===== config.mk =====
export PLATFORM = sky130hd
export DESIGN_NAME = uart_tx_fifo_ctrl_p_flat
export DESIGN_NICKNAME = d
export VERILOG_FILES = /design/src/rtl/uart_tx_fifo_ctrl_p_if.sv /design/src/rtl/uart_tx_fifo_ctrl_p.sv /design/src/flat_wrapper.sv
export SDC_FILE = /design/constraint.sdc
export NUM_CORES = 1
export LEC_CHECK = 0
export CORE_ASPECT_RATIO = 0.9
export CORE_MARGIN = 10
export CORE_UTILIZATION = 35
export CTS_CLUSTER_SIZE = 16
export DETAILED_ROUTE_END_ITERATION = 10
export GPL_ROUTABILITY_DRIVEN = 0
export PLACE_DENSITY = 0.64
export SYNTH_ARGS = -nofsm -noshare
export SYNTH_HDL_FRONTEND = slang
export SYNTH_SLANG_ARGS = --single-unit

===== constraint.sdc =====
create_clock -name DSP_CLK -period 2.8 [get_ports DSP_CLK]
set_clock_uncertainty 0.15 [all_clocks]
set_input_delay 0.28 -clock DSP_CLK [delete_from_list [all_inputs] [get_ports DSP_CLK]]
set_output_delay 0.28 -clock DSP_CLK [all_outputs]
set_load 0.01 [all_outputs]

===== src/rtl/uart_tx_fifo_ctrl_p_if.sv =====
// Bus bundle between the DSP write port / UART serializer and the TX FIFO controller.
// master drives writes and serializer status; slave is the FIFO controller.
interface uart_tx_fifo_ctrl_p_if #(
    parameter int unsigned DATA_W     = 8,
    parameter int unsigned DEPTH_LOG2 = 4,
    parameter int unsigned LVL_W      = DEPTH_LOG2 + 1
);
    logic              DSP_CEn;
    logic              DSP_WEn;
    logic [DATA_W-1:0] DSP_WDATA;
    logic              TxFIFO_En;
    logic              TxFIFO_Flush;
    logic [LVL_W-1:0]  TxTrigLvl;
    logic              TxOvfClr;
    logic              TxBusy;
    logic              TxDone;
    logic              TxDataReady;
    logic [DATA_W-1:0] TxData;
    logic              TxFIFO_Empty;
    logic              TxFIFO_Full;
    logic              TxFIFO_Trig;
    logic [LVL_W-1:0]  TxFIFO_Level;
    logic              TxFIFO_Ovf;

    modport master (
        output DSP_CEn, DSP_WEn, DSP_WDATA, TxFIFO_En, TxFIFO_Flush, TxTrigLvl,
               TxOvfClr, TxBusy, TxDone,
        input  TxDataReady, TxData, TxFIFO_Empty, TxFIFO_Full, TxFIFO_Trig,
               TxFIFO_Level, TxFIFO_Ovf
    );

    modport slave (
        input  DSP_CEn, DSP_WEn, DSP_WDATA, TxFIFO_En, TxFIFO_Flush, TxTrigLvl,
               TxOvfClr, TxBusy, TxDone,
        output TxDataReady, TxData, TxFIFO_Empty, TxFIFO_Full, TxFIFO_Trig,
               TxFIFO_Level, TxFIFO_Ovf
    );
endinterface


===== src/rtl/uart_tx_fifo_ctrl_p.sv =====
// UART transmit FIFO controller: buffers DSP byte writes in a circular buffer and offers
// the head entry to the serializer through a ready/busy/done handshake.
module uart_tx_fifo_ctrl_p #(
    parameter int unsigned DATA_W     = 8,
    parameter int unsigned DEPTH_LOG2 = 4,
    parameter int unsigned LVL_W      = DEPTH_LOG2 + 1
) (
    input  logic                   DSP_CLK,
    input  logic                   RESET,
    uart_tx_fifo_ctrl_p_if.slave   bus
);
    localparam int unsigned DEPTH = 1 << DEPTH_LOG2;
    localparam int unsigned PTR_W = DEPTH_LOG2;

    typedef enum logic [1:0] {
        IDLE  = 2'd0,
        READY = 2'd1,
        SEND  = 2'd2
    } state_t;

    state_t            state, state_nxt;
    logic [DATA_W-1:0] mem [DEPTH];
    logic [PTR_W-1:0]  wr_ptr, rd_ptr;
    logic [LVL_W-1:0]  level, level_nxt, edep;
    logic              wr_prev, en_prev;
    logic              tx_ready, empty, full, ovf;
    logic [DATA_W-1:0] tx_data;
    logic              wr, push_req, flush, push, pop, ovf_set;

    // Strobe edge detect and flush sources (explicit pulse or a mode change)
    always_comb begin
        wr       = !bus.DSP_CEn && !bus.DSP_WEn;
        push_req = wr && !wr_prev;
        flush    = bus.TxFIFO_Flush || (bus.TxFIFO_En != en_prev);
        edep     = bus.TxFIFO_En ? LVL_W'(DEPTH) : LVL_W'(1);
    end

    // Serializer handshake FSM; a pop only happens on TxDone while sending
    always_comb begin
        state_nxt = state;
        pop       = 1'b0;
        unique case (state)
            IDLE: begin
                if (!flush && (level != '0) && !bus.TxBusy) state_nxt = READY;
            end
            READY: begin
                if (flush)           state_nxt = IDLE;
                else if (bus.TxBusy) state_nxt = SEND;
            end
            SEND: begin
                if (flush) begin
                    state_nxt = IDLE;
                end else if (bus.TxDone) begin
                    pop       = 1'b1;
                    state_nxt = IDLE;
                end
            end
            default: state_nxt = IDLE;
        endcase
    end

    // A full FIFO still accepts a write when the head leaves in the same cycle
    always_comb begin
        push      = push_req && !flush && ((level < edep) || pop);
        ovf_set   = push_req && !flush && !push;
        level_nxt = level;
        if (flush)              level_nxt = '0;
        else if (push && !pop)  level_nxt = level + LVL_W'(1);
        else if (pop && !push)  level_nxt = level - LVL_W'(1);
    end

    always_ff @(posedge DSP_CLK) begin
        if (push) mem[wr_ptr] <= bus.DSP_WDATA;
    end

    always_ff @(posedge DSP_CLK) begin
        if (RESET) begin
            state    <= IDLE;
            wr_ptr   <= '0;
            rd_ptr   <= '0;
            level    <= '0;
            wr_prev  <= 1'b1;
            en_prev  <= bus.TxFIFO_En;
            tx_ready <= 1'b0;
            tx_data  <= '0;
            empty    <= 1'b1;
            full     <= 1'b0;
            ovf      <= 1'b0;
        end else begin
            state   <= state_nxt;
            wr_prev <= wr;
            en_prev <= bus.TxFIFO_En;
            if (flush) begin
                wr_ptr <= '0;
                rd_ptr <= '0;
            end else begin
                if (push) wr_ptr <= wr_ptr + PTR_W'(1);
                if (pop)  rd_ptr <= rd_ptr + PTR_W'(1);
            end
            level    <= level_nxt;
            empty    <= (level_nxt == '0);
            full     <= (level_nxt == edep);
            tx_ready <= (state_nxt == READY);
            // Head is latched on entry to READY and held through SEND
            if (state_nxt == READY) tx_data <= mem[rd_ptr];
            if (ovf_set)           ovf <= 1'b1;
            else if (bus.TxOvfClr) ovf <= 1'b0;
        end
    end

    assign bus.TxDataReady  = tx_ready;
    assign bus.TxData       = tx_data;
    assign bus.TxFIFO_Empty = empty;
    assign bus.TxFIFO_Full  = full;
    assign bus.TxFIFO_Level = level;
    assign bus.TxFIFO_Ovf   = ovf;
    assign bus.TxFIFO_Trig  = (level <= bus.TxTrigLvl);
endmodule

===== src/flat_wrapper.sv =====
// flat-port wrapper written by rule: the top's interface ports become plain ports
module uart_tx_fifo_ctrl_p_flat 
#(
    parameter int unsigned DATA_W     = 8,
    parameter int unsigned DEPTH_LOG2 = 4,
    parameter int unsigned LVL_W      = DEPTH_LOG2 + 1
)
  (DSP_CLK, RESET, bus_DSP_CEn, bus_DSP_WEn, bus_DSP_WDATA, bus_TxFIFO_En, bus_TxFIFO_Flush, bus_TxTrigLvl, bus_TxOvfClr, bus_TxBusy, bus_TxDone, bus_TxDataReady, bus_TxData, bus_TxFIFO_Empty, bus_TxFIFO_Full, bus_TxFIFO_Trig, bus_TxFIFO_Level, bus_TxFIFO_Ovf);
  uart_tx_fifo_ctrl_p_if #(.DATA_W(DATA_W), .DEPTH_LOG2(DEPTH_LOG2), .LVL_W(LVL_W)) bus_i ();
  input  logic DSP_CLK;
  input  logic RESET;
  input wire logic [$bits(bus_i.DSP_CEn)-1:0] bus_DSP_CEn;
  input wire logic [$bits(bus_i.DSP_WEn)-1:0] bus_DSP_WEn;
  input wire logic [$bits(bus_i.DSP_WDATA)-1:0] bus_DSP_WDATA;
  input wire logic [$bits(bus_i.TxFIFO_En)-1:0] bus_TxFIFO_En;
  input wire logic [$bits(bus_i.TxFIFO_Flush)-1:0] bus_TxFIFO_Flush;
  input wire logic [$bits(bus_i.TxTrigLvl)-1:0] bus_TxTrigLvl;
  input wire logic [$bits(bus_i.TxOvfClr)-1:0] bus_TxOvfClr;
  input wire logic [$bits(bus_i.TxBusy)-1:0] bus_TxBusy;
  input wire logic [$bits(bus_i.TxDone)-1:0] bus_TxDone;
  output wire logic [$bits(bus_i.TxDataReady)-1:0] bus_TxDataReady;
  output wire logic [$bits(bus_i.TxData)-1:0] bus_TxData;
  output wire logic [$bits(bus_i.TxFIFO_Empty)-1:0] bus_TxFIFO_Empty;
  output wire logic [$bits(bus_i.TxFIFO_Full)-1:0] bus_TxFIFO_Full;
  output wire logic [$bits(bus_i.TxFIFO_Trig)-1:0] bus_TxFIFO_Trig;
  output wire logic [$bits(bus_i.TxFIFO_Level)-1:0] bus_TxFIFO_Level;
  output wire logic [$bits(bus_i.TxFIFO_Ovf)-1:0] bus_TxFIFO_Ovf;
  assign bus_i.DSP_CEn = bus_DSP_CEn;
  assign bus_i.DSP_WEn = bus_DSP_WEn;
  assign bus_i.DSP_WDATA = bus_DSP_WDATA;
  assign bus_i.TxFIFO_En = bus_TxFIFO_En;
  assign bus_i.TxFIFO_Flush = bus_TxFIFO_Flush;
  assign bus_i.TxTrigLvl = bus_TxTrigLvl;
  assign bus_i.TxOvfClr = bus_TxOvfClr;
  assign bus_i.TxBusy = bus_TxBusy;
  assign bus_i.TxDone = bus_TxDone;
  assign bus_TxDataReady = bus_i.TxDataReady;
  assign bus_TxData = bus_i.TxData;
  assign bus_TxFIFO_Empty = bus_i.TxFIFO_Empty;
  assign bus_TxFIFO_Full = bus_i.TxFIFO_Full;
  assign bus_TxFIFO_Trig = bus_i.TxFIFO_Trig;
  assign bus_TxFIFO_Level = bus_i.TxFIFO_Level;
  assign bus_TxFIFO_Ovf = bus_i.TxFIFO_Ovf;
  uart_tx_fifo_ctrl_p #(.DATA_W(DATA_W), .DEPTH_LOG2(DEPTH_LOG2), .LVL_W(LVL_W)) u_core (.DSP_CLK(DSP_CLK), .RESET(RESET), .bus(bus_i));
endmodule

==> key figures, run 1 <==
Critical path
  • Req. time, crit path: 2780 ps
  • CP Cell Sequence: clkdlybuf4s50_1, or3_1, or3_1, o21ba_2, nand2_1, nor2_1, buf_4
  • CP startpoint kind: primary input
  • Critical Path Most Common Cell: or3_1
  • Worst-path maximum fanout: 5
  • Arrival time at the worst endpoint: 2340 ps
  • CP bufs+invs: 2
  • Max incr delay on CP: 450 ps
  • R2R setup slack: 440 ps
  • Delay-heaviest family, CP: simple AND/OR/NAND/NOR gates
  • Worst r2r src: u_core.bus.TxFIFO_Level[4]$_SDFF_PP0_
  • Worst r2r dst: u_core.mem[9][0]$_DFFE_PP_
  • Crit-path slowest cell: clkdlybuf4s50_1
  • Depth of the most critical reg-to-reg path: 7
  • CP Class: in2reg
  • Crit path from: bus_DSP_CEn
  • Critical path capture point type: flip-flop

Clock tree
  • Sink Count: 157
  • CTS tree: built
  • H-tree levels: 4
  • Hold_buf cts: 0
  • Clk_lat worst skew: 420 ps
  • Num CTS Buffers: 17
  • Clock transition at the registers of the reported paths: 60 ps
  • CTS Buffer Depth: 2
  • CTS root buffer: clkbuf_16

Routing
  • WL final: 13,500 um
  • Avg WL per Cell: 19.1 um
  • Via-to-Cell Ratio: 4.97
  • First-pass DRT Iterations: 4
  • DR iter-0 viols: 321
  • Post-route ant nets: 0
  • DRC: 0
  • Total number of vias: 3,502

Die
  • FP Rows: 47
  • Die Y: 149 um
  • Die width: 164 um
  • Core area: 18,300 um^2
  • I/O pin total: 40
  • Die ar.: 24,400 um^2
  • Initial Util: 35.5%

GRT
  • Number of global-route vias before repair: 3,713
  • Largest net degree at the start of global routing: 36
  • Global route overflow: 0
  • Initial antenna violation count: 0
  • First-pass GRT wire length: 20,900 um
  • All-Layer GR Usage: 11.4%

Layout
  • Most common cell after layout, fill and taps aside: edfxtp_1
  • Most frequent cells in the layout: edfxtp_1 (128), mux4_2 (40), clkdlybuf4s50_1 (38)
  • Nets: 482
  • N_diodes: 0
  • Area delta synth->final: 22.4%
  • Fin area: 7940 um^2
  • Layout cells sized above 1: 25.9%

Min path
  • Endpoint, Worst Hold: u_core.wr_prev$_SDFF_PP1_
  • Min-Delay Startpoint: bus_DSP_WEn
  • Cells on Worst Hold Path: 2
  • HP Class: in2reg

Synth
  • Synth cell types: 47
  • Post-synthesis net count: 411
  • Largest area contributor in the netlist: edfxtp_1
  • Yosys warnings: 0
  • Cells after Synth: 375
  • Avg Inst Size Synth: 17.3 um^2
  • Main area contributors after synthesis: edfxtp_1 (59%), mux4_2 (14%), dfxtp_1 (8.9%)
  • Sequential area share after synthesis: 68.2%
  • Synth top area share: 59.2%
  • Synth Register Bits: 157
  • Cell Area, Synth: 6490 um^2

Pwr
  • Switching Fraction: 21.6%
  • Combinational power share: 2.1%
  • Leakage Power: 2.65 nW
  • Cell area power density: 617 nW/um^2
  • Seq pwr share: 51.5%
  • Internal: 3.84 mW
  • Peak VDD IR: 369 uV
  • NetSw: 1.06 mW
  • Clock share of power: 46.4%

Timing
  • Sum Neg Setup Slack: 0 ps
  • Tcrit/Tclk final: 84.5%
  • Final Setup Violations: 0
  • Worst setup margin: 433 ps
  • Final Hold Viols: 0
  • Max-slew violation count: 0
  • Worst slew pin tran: 729 ps
  • Final period demand of the worst path: 2370 ps
  • Maximum clock rate: 0.422 GHz
  • Slew margin rel.: 51.3%
  • Unrepaired setup endpoints after global routing: no

Status
  • Status: finished, final reports clean

Placement
  • Place WS: 28.2 ps
  • Post-DP HPWL: 9020 um
  • Input/output buffers: 39
  • Placed Area: 7350 um^2

Job
  • Max_cap viols: 0
through the flow:
| stage | hold WS [ps] | instances | power, mW | utilization, % |
|---|---|---|---|---|
| CTS | 305 | 704 | 4.95 | 43.4 |
| global route | 340 | 704 | 5.06 | 43.4 |
| finish | 321 | 704 | 4.90 | 43.4 |
| detailed placement | 332 | 672 | 2.68 | 40.2 |
| floorplan | 158 | 375 | 2.60 | - |
| global placement | 321 | 672 | 2.67 | 40.2 |
per-layer routing:
layer	part of all wire, %	vias to the layer above	global-route usage [%]
li1	-	1602	-
met1	45	1787	14.6
met2	47	105	17.9
met3	7.9	8	3.67
met4	0.71	0	3.66
met5	0	-	0
layout make-up:
type                       count  area [um^2]
multi-input combinational    187         1920
tap                          245          307
timing repair buffer          70          651
clock inverter                15          169
inverter                      13         48.8
clock buffer                  17          425
sequential                   157         4430
fill                        1592        10300
sequential cells by signal, summed over array words and instances (netlist names):
name,count
u_core.en_prev,1
u_core.wr_ptr,4
u_core.rd_ptr,4
u_core.bus.TxFIFO_Ovf,1
u_core.bus.TxFIFO_Level,5
u_core.bus.TxFIFO_Empty,1
u_core.bus.TxDataReady,1
u_core.bus.TxData,8
u_core.wr_prev,1
u_core.mem,128
u_core.state,2
u_core.bus.TxFIFO_Full,1
worst max path at each step:
stage | cells after the start | to | slack [ps]
6_report | 7 | u_core.mem[9][0]$_DFFE_PP_ | 430
5_1_grt | 9 | bus_TxFIFO_Trig | 300
4_1_cts | 8 | bus_TxFIFO_Trig | 30
3_5_place_dp | 7 | u_core.mem[9][4]$_DFFE_PP_ | 30
3_3_place_gp | 7 | u_core.mem[9][2]$_DFFE_PP_ | 10
2_1_floorplan | 7 | u_core.mem[0][0]$_DFFE_PP_ | 110
cell families (layout without fill, tap and decap cells):
kind of cell             count (synthesis)  after routing  synth area share, %
XOR/XNOR                                10             10                 1.47
flip-flops                             157            157                 68.2
multiplexers                            49             49                 15.3
buffers and inverters                   31            115                 2.28
AND/OR/NAND/NOR                         93             93                 7.58
adder cells (fa/ha/maj)                 14             14                 2.70
AO/OA/AOI/OAI                           21             21                 2.53
worst reg2reg max path, cell delays in order, from the launching register on:
cell and delay (ps):
dfxtp_1 370, ha_1 260, or3_1 350, o22ai_4 110, o21ba_2 250, nand2_1 140, nor2_1 230, buf_4 210
power groups by stage:
stage / Sequential (mW) / Combinational [mW] / Clock, mW
6_report: 2.52 / 0.102 / 2.27
5_1_grt: 2.52 / 0.114 / 2.42
4_1_cts: 2.52 / 0.103 / 2.32
3_5_place_dp: 2.57 / 0.103 / 0
3_3_place_gp: 2.57 / 0.0989 / 0
2_1_floorplan: 2.57 / 0.0285 / 0
cell usage after synthesis, drive strengths merged:
cell / n
edfxtp: 128
mux4: 40
nor2: 37
dfxtp: 29
ha: 14
inv: 13
buf: 12
nand2: 12
mux2i: 9
nor3: 9
clkbuf: 6
nand3: 6
or3: 6
xor2: 6
a21oi: 5
and3: 4
nand2b: 4
nor4: 4
xnor2: 4
nand4: 3
nor3b: 3
o21ai: 3
a211oi: 2
a31oi: 2
nor2b: 2
o22ai: 2
a21boi: 1
a22oi: 1
and2: 1
and3b: 1
nand3b: 1
o2111ai: 1
o211ai: 1
o21ba: 1
o21bai: 1
o31ai: 1
what timing repair did:
action / in CTS / in global routing
setup endpoints to repair: 1 / 1
buffers inserted: 0 / 0
resized for setup: 2 / 1
Note: power is estimated with default switching activity, not from simulation.
==> run 2, diff against run 1 <==
Settings changed: PLACE_DENSITY 0.64 to 0.62.
Clock period 2.8 ns to 2.2 ns, I/O delays scaled along.
==> key figures, run 2 (synthesis gave the netlist of run 1 again) <==
Layout
  • Max FFs per register: 128 (unchanged)
  • Nets: 513 (+6.4%)
  • N_diodes: 0 (unchanged)
  • Most frequent cells in the layout: edfxtp_1 (128), mux4_2 (40), buf_4 (38)
  • FF/Latch Area: 4440 um^2 (+0.25%)
  • Final Instance Count excl. Fillers: 735 (+4.4%)
  • Layout cells sized above 1: 36.9% (+11 points)
  • Fin area: 8610 um^2 (+8.4%)
  • Most common cell after layout, fill and taps aside: edfxtp_1
  • Layout fillers: 1,545 (-3.0%)
  • Area delta synth->final: 32.7%
  • Largest Register: u_core.mem
  • Area of the multi-input gates: 2150 um^2 (+12%)
  • Final Core Density: 47.1% (+3.6 points)

Pwr
  • Leakage Power: 2.88 nW (+8.7%)
  • Peak VDD IR: 585 uV (+58%)
  • Cell area power density: 694 nW/um^2 (+13%)

Critical path
  • Max incr delay on CP: 340 ps (-110 ps)
  • Req. time, crit path: 2180 ps (-600 ps)
  • CP Class: reg2reg
  • CP bufs+invs: 2 (unchanged)
  • Critical path capture point type: flip-flop
  • Worst r2r src: u_core.wr_prev$_SDFF_PP1_
  • Worst r2r dst: u_core.mem[3][5]$_DFFE_PP_
  • Delay-heaviest family, CP: simple AND/OR/NAND/NOR gates
  • R2R setup slack: -50 ps (-490 ps)
  • Critical Path Most Common Cell: or3_4
  • CP Cell Sequence: or3_4, or3_4, o21ba_4, buf_4, nand2_8, nor3_4, buf_12
  • Arrival time at the worst endpoint: 2240 ps (-100 ps)
  • Crit-path slowest cell: or3_4
  • CP startpoint kind: flip-flop
  • Depth of the most critical reg-to-reg path: 7 (unchanged)
  • Worst-path maximum fanout: 8 (+3)

GRT
  • Largest net degree at the start of global routing: 36 (unchanged)
  • Global route overflow: 0 (unchanged)
  • First-pass GRT wire length: 22,400 um (+6.8%)
  • Number of global-route vias before repair: 3,794 (+2.2%)
  • All-Layer GR Usage: 12.2% (+0.80 points)
  • Initial antenna violation count: 0 (unchanged)

Clock tree
  • Clk_lat worst skew: 420 ps (about the same)
  • Clock transition at the registers of the reported paths: 60 ps (about the same)
  • CTS tree: built
  • CTS Buffer Depth: 2 (unchanged)
  • H-tree levels: 4 (unchanged)
  • CTS root buffer: clkbuf_16
  • Sink Count: 157 (unchanged)
  • Num CTS Buffers: 17 (unchanged)

Routing
  • Avg WL per Cell: 19.9 um (+4.2%)
  • First-pass DRT Iterations: 4 (unchanged)
  • Post-route ant nets: 0 (unchanged)
  • Via-to-Cell Ratio: 5.05 (+1.4%)
  • Total number of vias: 3,709 (+5.9%)
  • DRC: 0 (unchanged)
  • DR iter-0 viols: 280 (-13%)
  • WL final: 14,600 um (+8.8%)

Die
  • I/O pin total: 40 (unchanged)
  • Die width: 164 um (unchanged)
  • Die ar.: 24,400 um^2 (unchanged)
  • FP Rows: 47 (unchanged)
  • Initial Util: 35.5% (unchanged)
  • Core area: 18,300 um^2 (unchanged)
  • Die Y: 149 um (unchanged)

Timing
  • Hold Slack: 141 ps (-180 ps)
  • Final Setup Violations: 63 (+63)
  • Slew margin rel.: 51.4% (+0.12 points)
  • Worst setup margin: -50.9 ps (-484 ps)
  • Final Hold Viols: 0 (unchanged)
  • Worst slew pin tran: 726 ps (-3.12 ps)
  • Maximum clock rate: 0.444 GHz
  • Final period demand of the worst path: 2250 ps
  • Tcrit/Tclk final: 102%
  • Max-slew violation count: 0 (unchanged)
  • Unrepaired setup endpoints after global routing: yes

Status
  • Status: finished, violations left
  • Violated checks: setup timing

Min path
  • Cells on Worst Hold Path: 4 (+2)
  • Endpoint, Worst Hold: u_core.bus.TxFIFO_Full$_SDFF_PP0_
  • HP Class: in2reg
  • Min-Delay Startpoint: bus_TxFIFO_En

Placement
  • Input/output buffers: 39 (unchanged)
  • Place WS: -490 ps (-518 ps)
  • Post-DP HPWL: 10,000 um (+11%)
  • Placed Area: 7890 um^2 (+7.4%)
  • Placed Cells: 694 (+3.3%)

Job
  • Max_cap viols: 0 (unchanged)
## run 2: cell types whose count changed in the layout (fill, tap and decap cells not counted), sizes merged
cell	delta
buf	+30
bufinv	-1
clkbuf	+3
clkdlybuf4s50	-1
clkinv	+4
clkinvlp	+2
dlygate4sd3	+1
inv	-7
## run 2: cell type report
class                   count  area share, %
inverters                  13          0.567
clock buffers              19           5.03
clock inverters            13           1.09
multi-input cells         187           25.0
repair buffers            101           13.2
well taps                 245           3.56
flip-flops and latches    157           51.5
## run 2: timing repair
action / in CTS / in global routing
endpoints found under the hold margin: 0 / 1
setup endpoints to repair: 96 / 139
hold buffers: 0 / 1
setup buffers: 4 / 3
pin swaps: 12 / 10
cloned: 0 / 1
gates resized for setup: 16 / 15
## run 2: metal layers
metal / vias up / wire length, um / track usage [%] / share of wire (%)
li1: 1666 / - / - / -
met1: 1925 / 6570 / 16.7 / 45
met2: 114 / 6840 / 17.9 / 47
met3: 4 / 1200 / 4.50 / 8.2
met4: 0 / 36 / 3.08 / 0.25
met5: - / 0 / 0 / 0
## run 2: power by group
group	internal [mW]	total (mW)	leakage [nW]	switching, mW
combinational	0.0737	0.164	1.25	0.0898
sequential	3.21	3.21	1.39	0.00191
clock	1.44	2.60	0.245	1.16
total	4.73	5.98	2.88	1.25
## run 2: worst reg2reg max path, stage by stage (launching register included)
cell and delay [ps]:
dfxtp_2 320, or3_4 330, or3_4 340, o21ba_4 300
buf_4 160, nand2_8 70, nor3_4 160, buf_12 150
## run 2: through the flow
stage / total power, mW / setup TNS, ps
3_5_place_dp: 3.43 / -58150
3_3_place_gp: 3.42 / -56400
2_1_floorplan: 3.32 / -2100
6_report: 5.98 / -1620
4_1_cts: 6.04 / -2120
5_1_grt: 6.17 / -7210
## run 2: how the worst max path moves through the flow
| stage | startpoint | endpoint | cells past startpoint | slack [ps] |
|---|---|---|---|---|
| global route | u_core.wr_prev$_SDFF_PP1_ | u_core.mem[3][5]$_DFFE_PP_ | 7 | -110 |
| CTS | u_core.wr_prev$_SDFF_PP1_ | u_core.mem[6][3]$_DFFE_PP_ | 6 | -50 |
| global placement | bus_DSP_WEn | u_core.mem[2][5]$_DFFE_PP_ | 7 | -460 |
| floorplan | u_core.bus.TxFIFO_Level[4]$_SDFF_PP0_ | u_core.mem[3][0]$_DFFE_PP_ | 7 | -60 |
| detailed placement | bus_DSP_WEn | u_core.mem[2][7]$_DFFE_PP_ | 7 | -490 |
| finish | u_core.wr_prev$_SDFF_PP1_ | u_core.mem[3][5]$_DFFE_PP_ | 7 | -50 |
==> run 3, diff against run 2 <==
Settings changed: HOLD_SLACK_MARGIN set to 0.12.
==> results of run 3 <==
No change in the layout: final DEF, timing and power equal those of run 2.
